==> src/rtl/cpu_checker_fsm.sv <==
// Trace-line recogniser: consumes one ASCII character per clock and flags
// well-formed register-write ('$') and memory-write ('*') records.
module cpu_checker_fsm (
   input  logic       clk,
   input  logic       reset,
   input  logic [7:0] char,
   output logic [1:0] format_type
);

   typedef enum logic [3:0] {
      IDLE,
      TIME,
      AT_SEEN,
      PC,
      COLON,
      SP1,
      REG,
      ADDR,
      SP2,
      LT,
      EQ,
      DATA,
      DONE_REG,
      DONE_MEM
   } state_t;

   state_t     state;
   state_t     state_nx;
   logic [2:0] cnt;
   logic [2:0] cnt_nx;
   logic       mem_path;
   logic       mem_path_nx;

   logic is_dec;
   logic is_hex;
   logic is_sp;

   assign is_dec = (char >= "0") && (char <= "9");
   assign is_hex = is_dec || ((char >= "a") && (char <= "f"));
   assign is_sp  = (char == " ");

   always_ff @(posedge clk or negedge reset) begin
      if (!reset) begin
         state    <= IDLE;
         cnt      <= 3'd0;
         mem_path <= 1'b0;
      end else begin
         state    <= state_nx;
         cnt      <= cnt_nx;
         mem_path <= mem_path_nx;
      end
   end

   // TIME/REG count digits seen; PC/DATA hold digits-1 so eight fit in 3 bits;
   // ADDR hands off to SP2 on its eighth digit for the same reason.
   always_comb begin
      state_nx    = IDLE;
      cnt_nx      = 3'd0;
      mem_path_nx = mem_path;
      if (char == "^") begin
         state_nx = TIME;
      end else begin
         case (state)
            TIME: begin
               if (is_dec && (cnt != 3'd4)) begin
                  state_nx = TIME;
                  cnt_nx   = cnt + 3'd1;
               end else if ((char == "@") && (cnt != 3'd0)) begin
                  state_nx = AT_SEEN;
               end
            end
            AT_SEEN: begin
               if (is_hex) state_nx = PC;
            end
            PC: begin
               if (is_hex && (cnt != 3'd7)) begin
                  state_nx = PC;
                  cnt_nx   = cnt + 3'd1;
               end else if ((char == ":") && (cnt == 3'd7)) begin
                  state_nx = COLON;
               end
            end
            COLON, SP1: begin
               if (is_sp) begin
                  state_nx = SP1;
               end else if (char == "$") begin
                  state_nx    = REG;
                  mem_path_nx = 1'b0;
               end else if (char == "*") begin
                  state_nx    = ADDR;
                  mem_path_nx = 1'b1;
               end
            end
            REG: begin
               if (is_dec && (cnt != 3'd4)) begin
                  state_nx = REG;
                  cnt_nx   = cnt + 3'd1;
               end else if (is_sp && (cnt != 3'd0)) begin
                  state_nx = SP2;
               end else if ((char == "<") && (cnt != 3'd0)) begin
                  state_nx = LT;
               end
            end
            ADDR: begin
               if (is_hex) begin
                  if (cnt == 3'd7) begin
                     state_nx = SP2;
                  end else begin
                     state_nx = ADDR;
                     cnt_nx   = cnt + 3'd1;
                  end
               end
            end
            SP2: begin
               if (is_sp) state_nx = SP2;
               else if (char == "<") state_nx = LT;
            end
            LT: begin
               if (char == "=") state_nx = EQ;
            end
            EQ: begin
               if (is_sp) state_nx = EQ;
               else if (is_hex) state_nx = DATA;
            end
            DATA: begin
               if (is_hex && (cnt != 3'd7)) begin
                  state_nx = DATA;
                  cnt_nx   = cnt + 3'd1;
               end else if ((char == "#") && (cnt == 3'd7)) begin
                  state_nx = mem_path ? DONE_MEM : DONE_REG;
               end
            end
            default: begin
               state_nx = IDLE;
            end
         endcase
      end
   end

   always_comb begin
      case (state)
         DONE_REG: format_type = 2'd1;
         DONE_MEM: format_type = 2'd2;
         default:  format_type = 2'd0;
      endcase
   end

endmodule

==> config.mk <==
export PLATFORM = sky130hd
export DESIGN_NAME = cpu_checker_fsm
export DESIGN_NICKNAME = d
export VERILOG_FILES = /design/src/rtl/cpu_checker_fsm.sv
export SDC_FILE = /design/constraint.sdc
export NUM_CORES = 1
export LEC_CHECK = 0
export ABC_AREA = 0
export CORE_ASPECT_RATIO = 1.25
export CORE_UTILIZATION = 54
export DETAILED_ROUTE_END_ITERATION = 8
export PLACE_DENSITY = 0.78
export SLEW_MARGIN = 20
export SYNTH_ARGS = -nofsm -noshare
export SYNTH_HDL_FRONTEND = slang
export SYNTH_SLANG_ARGS = --single-unit
==> constraint.sdc <==
create_clock -name clk -period 2.07 [get_ports clk]
set_input_delay 0.3105 -clock clk [delete_from_list [all_inputs] [get_ports clk]]
set_output_delay 0.3105 -clock clk [all_outputs]
set_load 0.05 [all_outputs]
# --- Word-level counts from Yosys, hierarchy flattened ---
# Cells that the tools add are included.
word_totals:
  reg_bits: 8
  latch_bits: 0
  ram_bits: 0
  rom_bits: 0
  input_bits: 10
  output_inout_bits: 2
  wordCells: 83
  mem_count: 0
op_classes:
  add_sub_neg: 1
  n_mul: 0
  n_div: 0
  order_cmp: 4
  n_eq_ne: 25
  shift: 0
  muxes: 32
  bitwise: 2
  reduce_logical: 16
op_table:
  columns: ["cell", "n"]
  rows:
  - ["$eq 8x6->1 const B", 7]
  - ["$mux 4", 13]
  - ["$pmux 4 s10", 1]
  - ["$mux 3", 10]
  - ["$eq 4x4->1 const B", 6]
  - ["$eq 4x3->1 const B", 4]
  - ["$eq 8x7->1 const B", 2]
  - ["$logic_and 1x1->1", 9]
  - ["$pmux 3 s3", 1]
  - ["$eq 4x2->1 const B", 2]
  - ["$ge 8x6->1 const B", 1]
  - ["$ge 8x7->1 const B", 1]
  - ["$le 8x6->1 const B", 1]
  - ["$le 8x7->1 const B", 1]
  - ["$mux 2", 3]
  - ["$ne 3x3->1 const B", 2]
  - ["$reduce_or 2->1", 3]
  - ["$eq 4x1->1 const B", 1]
  - ["$pmux 2 s2", 1]
  - ["$reduce_and 4->1", 1]
  - ["$add 3x1->3 const B", 1]
  - ["$eq 3x3->1 const B", 1]
  - ["$mux 1", 3]
  - ["$reduce_bool 3->1", 1]
  - ["3 further kinds", 4]

# --- Longest topological paths before layout ---
logic_depth:
  ltp_word: 7
  ltp_mapped: 7
  mapped_depth_nobuf: 7

# --- Least setup slack after synthesis ---
# Ideal clock, no wire load.
synth_timing:
  path_type: "reg-to-output"
  from: "register state[3]"
  to: "output format_type[0]"
  t_arrival_ps: 1751
  required_time_ps: 1760
  path_slack_ps: 8
  stages_incl_launch_ff: 4
  path_buffers: 1
  path_cell_list: "dfrtp_1 -> clkbuf_1 -> nand2_1 -> nor3_1"
synth_via:
  elab_chain_cells: 2
  word_cells_on_any_way: 3
  cone_classes: "eq/ne: 2; mux: 1"
synth_rtl:
  columns: ["element", "line_no", "text"]
  rows:
  - ["from (decl)", "27", "state_t state;"]
  - ["from (signal assigned)", "48", "state <= state_nx;"]
  - ["$eq 4x4->1", "141", "case (state)"]
  - ["$pmux 2 s2 *", "141", null]
  - ["to (decl)", "7", "output logic [1:0] format_type"]
# Every way passes the cells marked *; elsewhere a longest branch is shown, timed or not.

# --- Worst setup path after layout ---
layout_timing:
  from: "input char[0]"
  to: "register cnt[0]"
layout_via:
  elab_chain_cells: 7
  word_cells_on_any_way: 15
  cone_classes: "order compare: 4; eq/ne: 1; mux: 5; reduce/logical: 5"
layout_rtl:
  columns: ["element", "line_no", "text"]
  rows:
  - ["from (decl)", "6", "input logic [7:0] char,"]
  - ["$ge 8x6->1 (tied with other cells)", "38", "assign is_dec = (char >= \"0\") && (char <= \"9\");"]
  - ["$logic_and 1x1->1 (on tied branches)", "38, 39", null]
  - ["$logic_or 1x1->1", "39", "assign is_hex = is_dec || ((char >= \"a\") && (char <= \"f\"));"]
  - ["$logic_and 1x1->1", "76, 126", null]
  - ["$mux 3", "76, 126", null]
  - ["$pmux 3 s3", "63", "case (state)"]
  - ["$mux 3 *", "60", "if (char == \"^\") begin"]
  - ["named net cnt_nx[0]", "30", "logic [2:0] cnt_nx;"]
  - ["to (signal assigned)", "49", "cnt <= cnt_nx;"]
  - ["to (decl)", "29", "logic [2:0] cnt;"]
# The timed path passes the listed nets; every way through them passes the cells marked *.
# A chain may end at the register's enable or synchronous reset.

==> run_results.csv <==
group,metric,value,unit
sta,finalHoldViolCount,0,
clocking,clkTransAtPathRegs,60,ps
setup_path,slowest_stage,"or4_4",
setup_path,setup.worst_path.end_class,"flip-flop",
die,dieWidth,38.5,µm
clocking,cts_buffers,3,
job,cap_violations,0,
sta,finalMaxSlewViolations,0,
sta,tightest_slew,783,ps
placed_design,dp.cells,157,
placed_design,io_buffers,11,
placed_design,place_area,1190,µm²
yosys,syn_avg_cell_area,8.10,µm²
global_routing,grt_start_max_net_pins,15,
setup_path,cp-start-kind,"input port",
sta,period_share,0.966,
pwr,internal_power,266,µW
pwr,comb_power_share,0.212,
yosys,yosys_register_bits,8,
sta,setup_violations,0,
yosys,yosysSeqAreaShare,0.223,
yosys,yosysWarnings,0,
die,coreArea,1560,µm²
route,via_per_inst,6.50,
clocking,cts.sink_count,8,
route,post-route-drc-count,0,
layout,multiInputGateArea,666,µm²
setup_path,critPathMaxStageDelay,580,ps
clocking,cts_tree,"built",
setup_path,required,2260,ps
setup_path,crit_family,"simple AND/OR/NAND/NOR gates",
sta,setup_ws,70.5,ps
pwr,p_sw_frac,0.269,
global_routing,grtUsageTotal,0.320,
pwr,max-vdd-ir-drop,354,µV
setup_path,crit_path_start,"char[0]",
placed_design,dp_hpwl,2030,µm
yosys,ys.flop_type,"dfrtp_1",
sta,relSlewSlack,0.473,
global_routing,grt_pass1_wl,3970,µm
pwr,p_sw,97.7,µW
hold_path,min_path_type,"in2async",
route,routedWlPerCell,16.4,µm
layout,area_delta_synth_final,38.1,%
sta,tns,0,ps
layout,n_antenna_cell,0,
layout,n_fill_cell,115,
layout,stdcell_area,1240,µm²
setup_path,crit_type,"in2reg",
setup_path,cp_cell_sequence,"clkdlybuf4s50_1, nor3_1, or4_4, a2111oi_4, nor4_1, nor3_2",
route,drtIter0Drc,36,
clocking,post-cts-setup-buffers,0,
yosys,synth_cell_types,44,
yosys,yosysTopAreaCell,"dfrtp_1",
yosys,netlist_area,900,µm²
layout,final_cells,160,
setup_path,crit_fanout,5,
die,pin_count,12,
yosys,yosys.area.top_type_share,0.223,
global_routing,antenna_found_initial,0,
die,rows,16,
die,dieHeight,47.6,µm
sta,period_minus_slack,2000,ps
placed_design,finalWeightedCongestion,0.969,
route,drtPass1Iterations,4,
pwr,power_leakage,0.000499,µW
route,num_vias,1040,
sta,whs,336,ps
clocking,htree_levels,1,
sta,fmax,500,MHz
setup_path,r2r-start,"cnt[0]",
route,ant_nets,0,
pwr,p_seq_frac,0.432,
global_routing,grt-ovfl-total,0,
setup_path,worstPathArrival,2190,ps
die,dieArea,1830,µm²
placed_design,pre_cts_slack,-305,ps
yosys,synth.area.top_cells,"dfrtp_1 22%, nand2b_1 4.9%, ha_1 4.2%",
clocking,clock_path_buffers,2,
status,status,"finished clean",
clocking,insertion_delay,270,ps
yosys,synthArstFlopShare,1.00,
route,wirelength,2630,µm
clocking,cts-root-buf,"clkbuf_4",
sta,fin_skew,5.18,ps
die,start_util,0.576,
pwr,power_density,292,nW/µm²
clocking,cts_hold_buf,0,
layout,register_area,200,µm²
yosys,synth_cells,111,
yosys,synth_edf_count,0,
layout,drive_gt1_frac,0.289,
global_routing,first_global_vias,942,
yosys,syn_nets,124,
setup_path,cp_num_buf_inv,1,
pwr,power_frac_clock,0.357,
layout,fin_nets,157,
-- per-layer routing --
layer	GRT usage	up-vias	share of wire
li1	-	492	-
met1	0.340	492	0.40
met2	0.537	43	0.52
met3	0.0698	13	0.040
met4	0.262	0	0.043
met5	0	-	0
-- final timing paths --
| kind | end | slack [ps] | depth (start not counted) |
|---|---|---|---|
| max in group asynchronous | state[3] | 1440 | 1 |
| worst max-delay path | cnt[0] | 70 | 6 |
| worst max register to register | state[0] | 110 | 6 |
| min in group clk | cnt[0] | 480 | 1 |
| worst min-delay path | state[2] | 340 | 1 |
| worst min register to register | cnt[0] | 480 | 1 |
-- area by class of cell --
type	instances	share of cell area
Sequential cell	8	0.161
Inverter	5	0.0151
Tap cell	18	0.0181
Timing Repair Buffer	35	0.252
Multi-Input combinational cell	91	0.536
Clock buffer	3	0.0181
-- flip-flops by register name (all words and copies together), names as in the netlist --
| signal | cells |
|---|---|
| state | 4 |
| cnt | 3 |
| mem_path | 1 |
-- power groups by stage --
stage	sequential, µW	clock [µW]	combinational (µW)
2_1_floorplan	160	0	27.3
4_1_cts	157	130	76.0
5_1_grt	157	143	82.9
3_5_place_dp	160	0	77.2
6_report	157	130	77.0
3_3_place_gp	160	0	75.3
-- per-stage QoR --
step / total power (µW) / utilization
finish: 363 / 0.796
global route: 382 / 0.796
CTS: 363 / 0.778
detailed placement: 237 / 0.765
global placement: 235 / 0.765
floorplan: 187 / -
-- cells in the mapped netlist, types with 2 or more instances --
| library cell | instances |
|---|---|
| o311ai_1 | 2 |
| nand4_1 | 2 |
| dfrtp_1 | 8 |
| or4_4 | 2 |
| nand3_1 | 4 |
| nand2b_1 | 7 |
| nor2b_1 | 3 |
| nor2_1 | 10 |
| nor4_1 | 5 |
| a221o_1 | 2 |
| inv_1 | 5 |
| clkbuf_1 | 3 |
| and3_1 | 2 |
| a21oi_1 | 5 |
| ha_1 | 3 |
| nand2_1 | 6 |
| nor3_1 | 6 |
| buf_2 | 3 |
| or4_1 | 3 |
| or3_1 | 2 |
| a31oi_1 | 2 |
| nor3b_1 | 4 |
-- timing repair --
action | in CTS | in global routing
cloned | 0 | 0
setup endpoints to repair | 1 | 4
resized for setup | 2 | 5
-- layout by cell type (no fill, tap or decap), drive strengths merged, types with 2 or more instances in the layout --
cell type and count:
nor2b 3, nand2 6, a31oi 2, and3 2, buf 26, clkdlybuf4s50 5, inv 5, nor3 7
dlygate4sd2 2, o311ai 2, dfrtp 8, ha 3, a2111oi 2, nand3 4, or4 5, nor2 10
or3 2, o21ai 2, nor3b 4, a21oi 5, nor4 5, nand2b 7, a221o 2, nand4 2
dlymetal6s2s 2, clkbuf 3
-- logic make-up (layout without fill, tap and decap cells) --
kind of cell / Yosys count / count (layout) / share of synthesized area
xor gates and xnor gates: 1 / 1 / 0.00974
muxes: 1 / 1 / 0.0111
AOI/OAI and AO/OA: 23 / 23 / 0.227
and+or+nand+nor: 63 / 63 / 0.426
buffers and inverters: 12 / 43 / 0.0626
DFF: 8 / 8 / 0.223
adders and majority gates: 3 / 3 / 0.0417
No activity file was read; power rests on OpenSTA's default activity.
